--- config.mk ---
export PLATFORM = sky130hd
export DESIGN_NAME = boa_mul_iterative
export DESIGN_NICKNAME = d
export VERILOG_FILES = /design/src/rtl/boa_mul_iterative.sv
export SDC_FILE = /design/constraint.sdc
export NUM_CORES = 1
export LEC_CHECK = 0
export ABC_CLOCK_PERIOD_IN_PS = 13600
export BUFFER_PORTS_ARGS = -buffer_cell sky130_fd_sc_hd__buf_2
export CORE_AREA = 5 5 178 180
export CTS_CLUSTER_SIZE = 8
export DETAILED_ROUTE_END_ITERATION = 10
export DIE_AREA = 0 0 183 185
export PLACE_DENSITY = 0.81
export SYNTH_ARGS = -nofsm -noshare
export SYNTH_HDL_FRONTEND = slang
export SYNTH_SLANG_ARGS = --single-unit
--- constraint.sdc ---
create_clock -name clk -period 13.6 [get_ports clk]
set_input_delay 0.68 -clock clk [delete_from_list [all_inputs] [get_ports clk]]
set_output_delay 0.68 -clock clk [all_outputs]
set_load 0.005 [all_outputs]
--- src/rtl/boa_mul_iterative.sv ---
// boa_mul_iterative
//   Multi-cycle shift-add multiplier, radix 2^STEP. It accepts any mix of signed
//   and unsigned operands and produces the full 2*WIDTH-bit product, which covers
//   MUL/MULH/MULHSU/MULHU. It talks to the execute stall logic through a
//   start/busy/done handshake.
//
//   Parameters:
//     WIDTH  operand width; the product is 2*WIDTH bits wide.
//     STEP   multiplier bits consumed per cycle. WIDTH must be a multiple of STEP.
//
//   Ports:
//     clk    pipeline clock; all state changes on posedge.
//     rst_n  synchronous reset, active low.
//     start  request. It is accepted only while busy==0.
//     u_lhs  lhs is unsigned.
//     u_rhs  rhs is unsigned.
//     lhs    multiplicand, sampled on the accept edge.
//     rhs    multiplier, sampled on the accept edge.
//     busy   an operation is in progress, and start is ignored.
//     done   one-cycle pulse that marks res as valid.
//     res    product. It holds its value until the next done.
//
//   Configuration:
//     BOA_MUL_EARLY_EXIT_EN  When defined, the run ends as soon as the remaining
//                            multiplier bits are all zero. When undefined, the
//                            latency is fixed at WIDTH/STEP cycles.
module boa_mul_iterative #(
    parameter int WIDTH = 32,
    parameter int STEP  = 1
) (
    input  logic                 clk,
    input  logic                 rst_n,
    input  logic                 start,
    input  logic                 u_lhs,
    input  logic                 u_rhs,
    input  logic [WIDTH-1:0]     lhs,
    input  logic [WIDTH-1:0]     rhs,
    output logic                 busy,
    output logic                 done,
    output logic [2*WIDTH-1:0]   res
);

    localparam int N  = WIDTH / STEP;
    localparam int CW = (N > 1) ? $clog2(N) : 1;

    generate
        if ((WIDTH % STEP) != 0 || STEP < 1) begin : g_bad_step
            $error("boa_mul_iterative: WIDTH must be a positive multiple of STEP");
        end
    endgenerate

    typedef enum logic {IDLE, RUN} state_t;

    state_t               state;
    logic [CW-1:0]        cnt;
    logic [2*WIDTH-1:0]   mcand_sh;   // multiplicand magnitude, pre-shifted to the current digit
    logic [2*WIDTH-1:0]   acc;
    logic [WIDTH-1:0]     rem;        // multiplier digits that are still unconsumed
    logic                 neg;

    logic                 sign_l, sign_r;
    logic [WIDTH-1:0]     lhs_mag, rhs_mag;
    logic [2*WIDTH-1:0]   partial, acc_next;
    logic [WIDTH-1:0]     rem_next;
    logic                 last;

    always_comb begin
        sign_l   = !u_lhs && lhs[WIDTH-1];
        sign_r   = !u_rhs && rhs[WIDTH-1];
        // -2^(WIDTH-1) negates to itself. As an unsigned value it is the correct magnitude.
        lhs_mag  = sign_l ? (~lhs + 1'b1) : lhs;
        rhs_mag  = sign_r ? (~rhs + 1'b1) : rhs;
        partial  = mcand_sh * {{(2*WIDTH-STEP){1'b0}}, rem[STEP-1:0]};
        acc_next = acc + partial;
        rem_next = rem >> STEP;
`ifdef BOA_MUL_EARLY_EXIT_EN
        last     = (cnt == CW'(N-1)) || (rem_next == '0);
`else
        last     = (cnt == CW'(N-1));
`endif
    end

    always_ff @(posedge clk) begin
        if (!rst_n) begin
            state    <= IDLE;
            busy     <= 1'b0;
            done     <= 1'b0;
            res      <= '0;
            cnt      <= '0;
            mcand_sh <= '0;
            acc      <= '0;
            rem      <= '0;
            neg      <= 1'b0;
        end else begin
            done <= 1'b0;
            case (state)
                IDLE: begin
                    if (start) begin
                        mcand_sh <= {{WIDTH{1'b0}}, lhs_mag};
                        rem      <= rhs_mag;
                        acc      <= '0;
                        neg      <= sign_l ^ sign_r;
                        cnt      <= '0;
                        busy     <= 1'b1;
                        state    <= RUN;
                    end
                end
                RUN: begin
                    acc      <= acc_next;
                    mcand_sh <= mcand_sh << STEP;
                    rem      <= rem_next;
                    cnt      <= cnt + 1'b1;
                    if (last) begin
                        // A zero magnitude negates to zero, so a zero product never becomes nonzero.
                        res   <= neg ? (~acc_next + 1'b1) : acc_next;
                        done  <= 1'b1;
                        busy  <= 1'b0;
                        cnt   <= '0;
                        state <= IDLE;
                    end
                end
                default: state <= IDLE;
            endcase
        end
    end

endmodule

==> flow_summary.ini <==
[setup_path]
r2r-end = res[57]$_SDFFE_PN0P_
crit_arrival_ns = 5.81
critPathLaunchType = flop
required_ns = 14.05
reg2reg_depth = 16
crit_path_max_incr_delay_ns = 0.75
critPathCaptureType = flop
criticalPathCategory = flop to flop
reg2reg_from = rem[0]$_SDFFE_PN0P_
cp_cell_sequence = buf_4 -> and2_1 -> ha_1 -> inv_1 -> fa_1 -> nand2b_1 -> a21o_1 -> a211oi_1 -> o21a_1 -> o21ai_1 -> a211o_1 -> or3_1 -> nor4b_2 -> nand4b_2 -> or4_1 -> nand3_1
worstPathMaxFanout = 64
slowest_stage = nor4b_2
ff2ff_setup_slack_ns = 8.24

[cts]
cts-root-buf = clkbuf_16
hold_buffers = 0
clkSinkCount = 233
cts_setup_buffers = 0
ctsResizeCount = 0
cts-buffers-inserted = 35
clk_pin_slew_ns = 0.05
cts-htree-levels = 2
clock_path_buffers = 3
insertion_delay_ns = 0.53
cts_tree = done

[placed_design]
dpl_cell_area_mm2 = 0.0182
port_buffers = 134
gp_congestion = 0.989
dpl_worst_slack_ns = 8.33
dp_hpwl_um = 37200
dpl.cell_count = 2698

[floorplan]
start_util = 0.589
coreArea_mm2 = 0.0300
row_count = 64
dieArea_mm2 = 0.0339
io_pins = 135
die_w_um = 183
die_h_um = 185

[finish]
drive_gt1_frac = 0.110
nets = 2477
fin_area_mm2 = 0.0192
antennaDiodeCount = 0
final_cells = 2740
area_growth_pct = 8.57
fill_cells = 2684

[grt]
grt_max_degree = 280
grt_pass1_wl_um = 81800
gr-total-overflow = 0
track_usage = 0.288
grt_pass1_vias = 16069
antenna_found_initial = 0

[min_path]
hold_path_class = flop to flop
hold_start = res[27]$_SDFFE_PN0P_
hold_depth = 2
hold_end = res[27]$_SDFFE_PN0P_

[sta]
slew_viol_final = 0
period_share = 0.394
finalSetupTns_ns = 0
fin_crit_ns = 5.36
rsz0062_at_grt = false
setup_viol = 0
skew_ns = 0.0218
relSlewSlack = 0.0824
fin_hold_ws_ns = 0.444
fmax_mhz = 187
finalHoldViolations = 0
fin_ws_ns = 8.24
tightest_slew_ns = 1.37

[synth]
synth_edf_count = 0
ys_top_cells_by_area = dfxtp_1 (26%), a21oi_1 (7.2%), nor2b_1 (5.4%)
yosysUniqueCellTypes = 106
synth_seq_area_share = 0.264
yosys.area.top_type_share = 0.264
avgSynthCellArea_um2 = 7.63
yosys_warnings = 0
yosysTopAreaCell = dfxtp_1
netlist_area_mm2 = 0.0177
synthCells = 2318
syn-num-nets = 2456
synth-seq-cells = 233
async_flop_share = 0
synth_ff_type = dfxtp_1

[route]
drt_iter0_drc = 1556
drc = 0
wire_per_inst_um = 18.4
drt-vias-per-instance = 6.31
vias = 17289
firstDrtPassIters = 6
drtAntennaViolNets = 0
wirelength_um = 50500

[power_and_ir_drop]
p_clk_frac = 0.449
pwr-share-seq = 0.408
switching_share = 0.278
p_int_uw = 1270
pwr-share-comb = 0.143
p_per_area_mw_per_mm2 = 91.6
power.leakage_uw = 0.00749
switchingPower_uw = 488
peakVddDrop_uv = 85.8

[job]
maxCapViolCount = 0

[run_status]
status = finished, final reports clean
==> cell type report <==
cell class	instances	area, um^2	share of cell area
multi-input cells	1886	12200	0.633
well taps	396	495	0.0258
clock inverters	4	60.1	0.00313
flip-flops and latches	233	4670	0.243
repair buffers	147	790	0.0411
inverters	36	135	0.00703
clock buffers	38	908	0.0473
==> cell usage after synthesis, drive strengths merged, types with 6 or more instances <==
cell type / number
and4: 6
or4: 17
inv: 35
xnor2: 60
nor4: 23
a21o: 31
clkbuf: 138
a31oi: 13
and2: 88
nor3: 50
o21a: 18
nand2: 187
o31ai: 27
nor3b: 103
o21bai: 11
nor2b: 154
ha: 68
nand3: 31
a21oi: 261
and3: 13
nand4: 43
a22oi: 7
a211o: 17
dfxtp: 233
nand2b: 13
a21boi: 12
xor2: 71
mux2i: 15
or2: 8
buf: 24
o211ai: 13
a311oi: 21
a221oi: 10
or3: 36
nor2: 164
o21ai: 153
a211oi: 56
==> placed cells by master, fill, tap and decap left out, types with 15 or more instances in the layout <==
cell type	n
ha_1	68
dfxtp_1	232
nor3_1	50
xnor2_1	60
buf_2	132
nor3b_1	102
nand2_1	185
inv_1	35
nor2_1	164
o31ai_1	27
a311oi_1	21
mux2i_1	15
clkbuf_16	36
o21ai_1	15
xor2_1	71
a21o_1	29
or4_1	15
o21ai_0	137
o21a_1	18
or3_1	34
nand4_1	42
a21oi_1	254
nor2b_1	154
nor4_1	20
nand3_1	30
a211oi_1	55
and2_1	84
==> flip-flops by register name, indices dropped and copies added, names as in the netlist, 5 cells and up <==
name and cells:
mcand_sh 64, rem 32, res 64, acc 64
cnt 5
==> worst max-delay path, delay by kind of cell, from the launching register on <==
family                     cells  cell delay, ns
adders and majority gates      2            0.61
DFF                            1            0.32
and+or+nand+nor                7            2.49
buffers and inverters          2            0.49
AOI/OAI and AO/OA              5            1.35
==> routing by layer <==
metal | vias to the layer above | global-route usage | part of all wire
met5 | - | 0 | 0
met4 | 0 | 0.0670 | 0.020
met3 | 82 | 0.0593 | 0.10
met2 | 711 | 0.429 | 0.41
met1 | 8041 | 0.428 | 0.47
li1 | 8455 | - | -
==> power groups by stage <==
| stage | registers, uW | logic, uW | clock network [uW] |
|---|---|---|---|
| final | 717 | 252 | 789 |
| after global routing | 718 | 278 | 829 |
| after CTS | 717 | 250 | 802 |
| after detailed placement | 730 | 249 | 0 |
| after global placement | 729 | 242 | 0 |
| after floorplan | 722 | 197 | 0 |
==> worst max path at each step <==
stage | startpoint | endpoint | cells after the start
floorplan | rem[0]$_SDFFE_PN0P_ | res[50]$_SDFFE_PN0P_ | 18
global placement | rem[0]$_SDFFE_PN0P_ | res[57]$_SDFFE_PN0P_ | 16
global route | rem[0]$_SDFFE_PN0P_ | res[57]$_SDFFE_PN0P_ | 16
CTS | rem[0]$_SDFFE_PN0P_ | res[57]$_SDFFE_PN0P_ | 16
detailed placement | rem[0]$_SDFFE_PN0P_ | res[57]$_SDFFE_PN0P_ | 16
finish | rem[0]$_SDFFE_PN0P_ | res[57]$_SDFFE_PN0P_ | 16
==> cells by family (layout without fill, tap and decap cells) <==
logic type	Yosys count	count (layout)	synth area share
AND/OR/NAND/NOR	956	956	0.301
adder cells (fa/ha/maj)	69	69	0.0492
multiplexers	18	18	0.0104
AO/OA/AOI/OAI	712	712	0.261
buffers and inverters	199	225	0.0504
XOR/XNOR	131	131	0.0649
flip-flops	233	233	0.264
==> stage by stage <==
step | total power (uW) | util
3_3_place_gp | 972 | 0.607
3_5_place_dp | 978 | 0.607
6_report | 1760 | 0.640
5_1_grt | 1830 | 0.640
4_1_cts | 1770 | 0.640
2_1_floorplan | 920 | -
No activity file was read; power rests on OpenSTA's default activity.
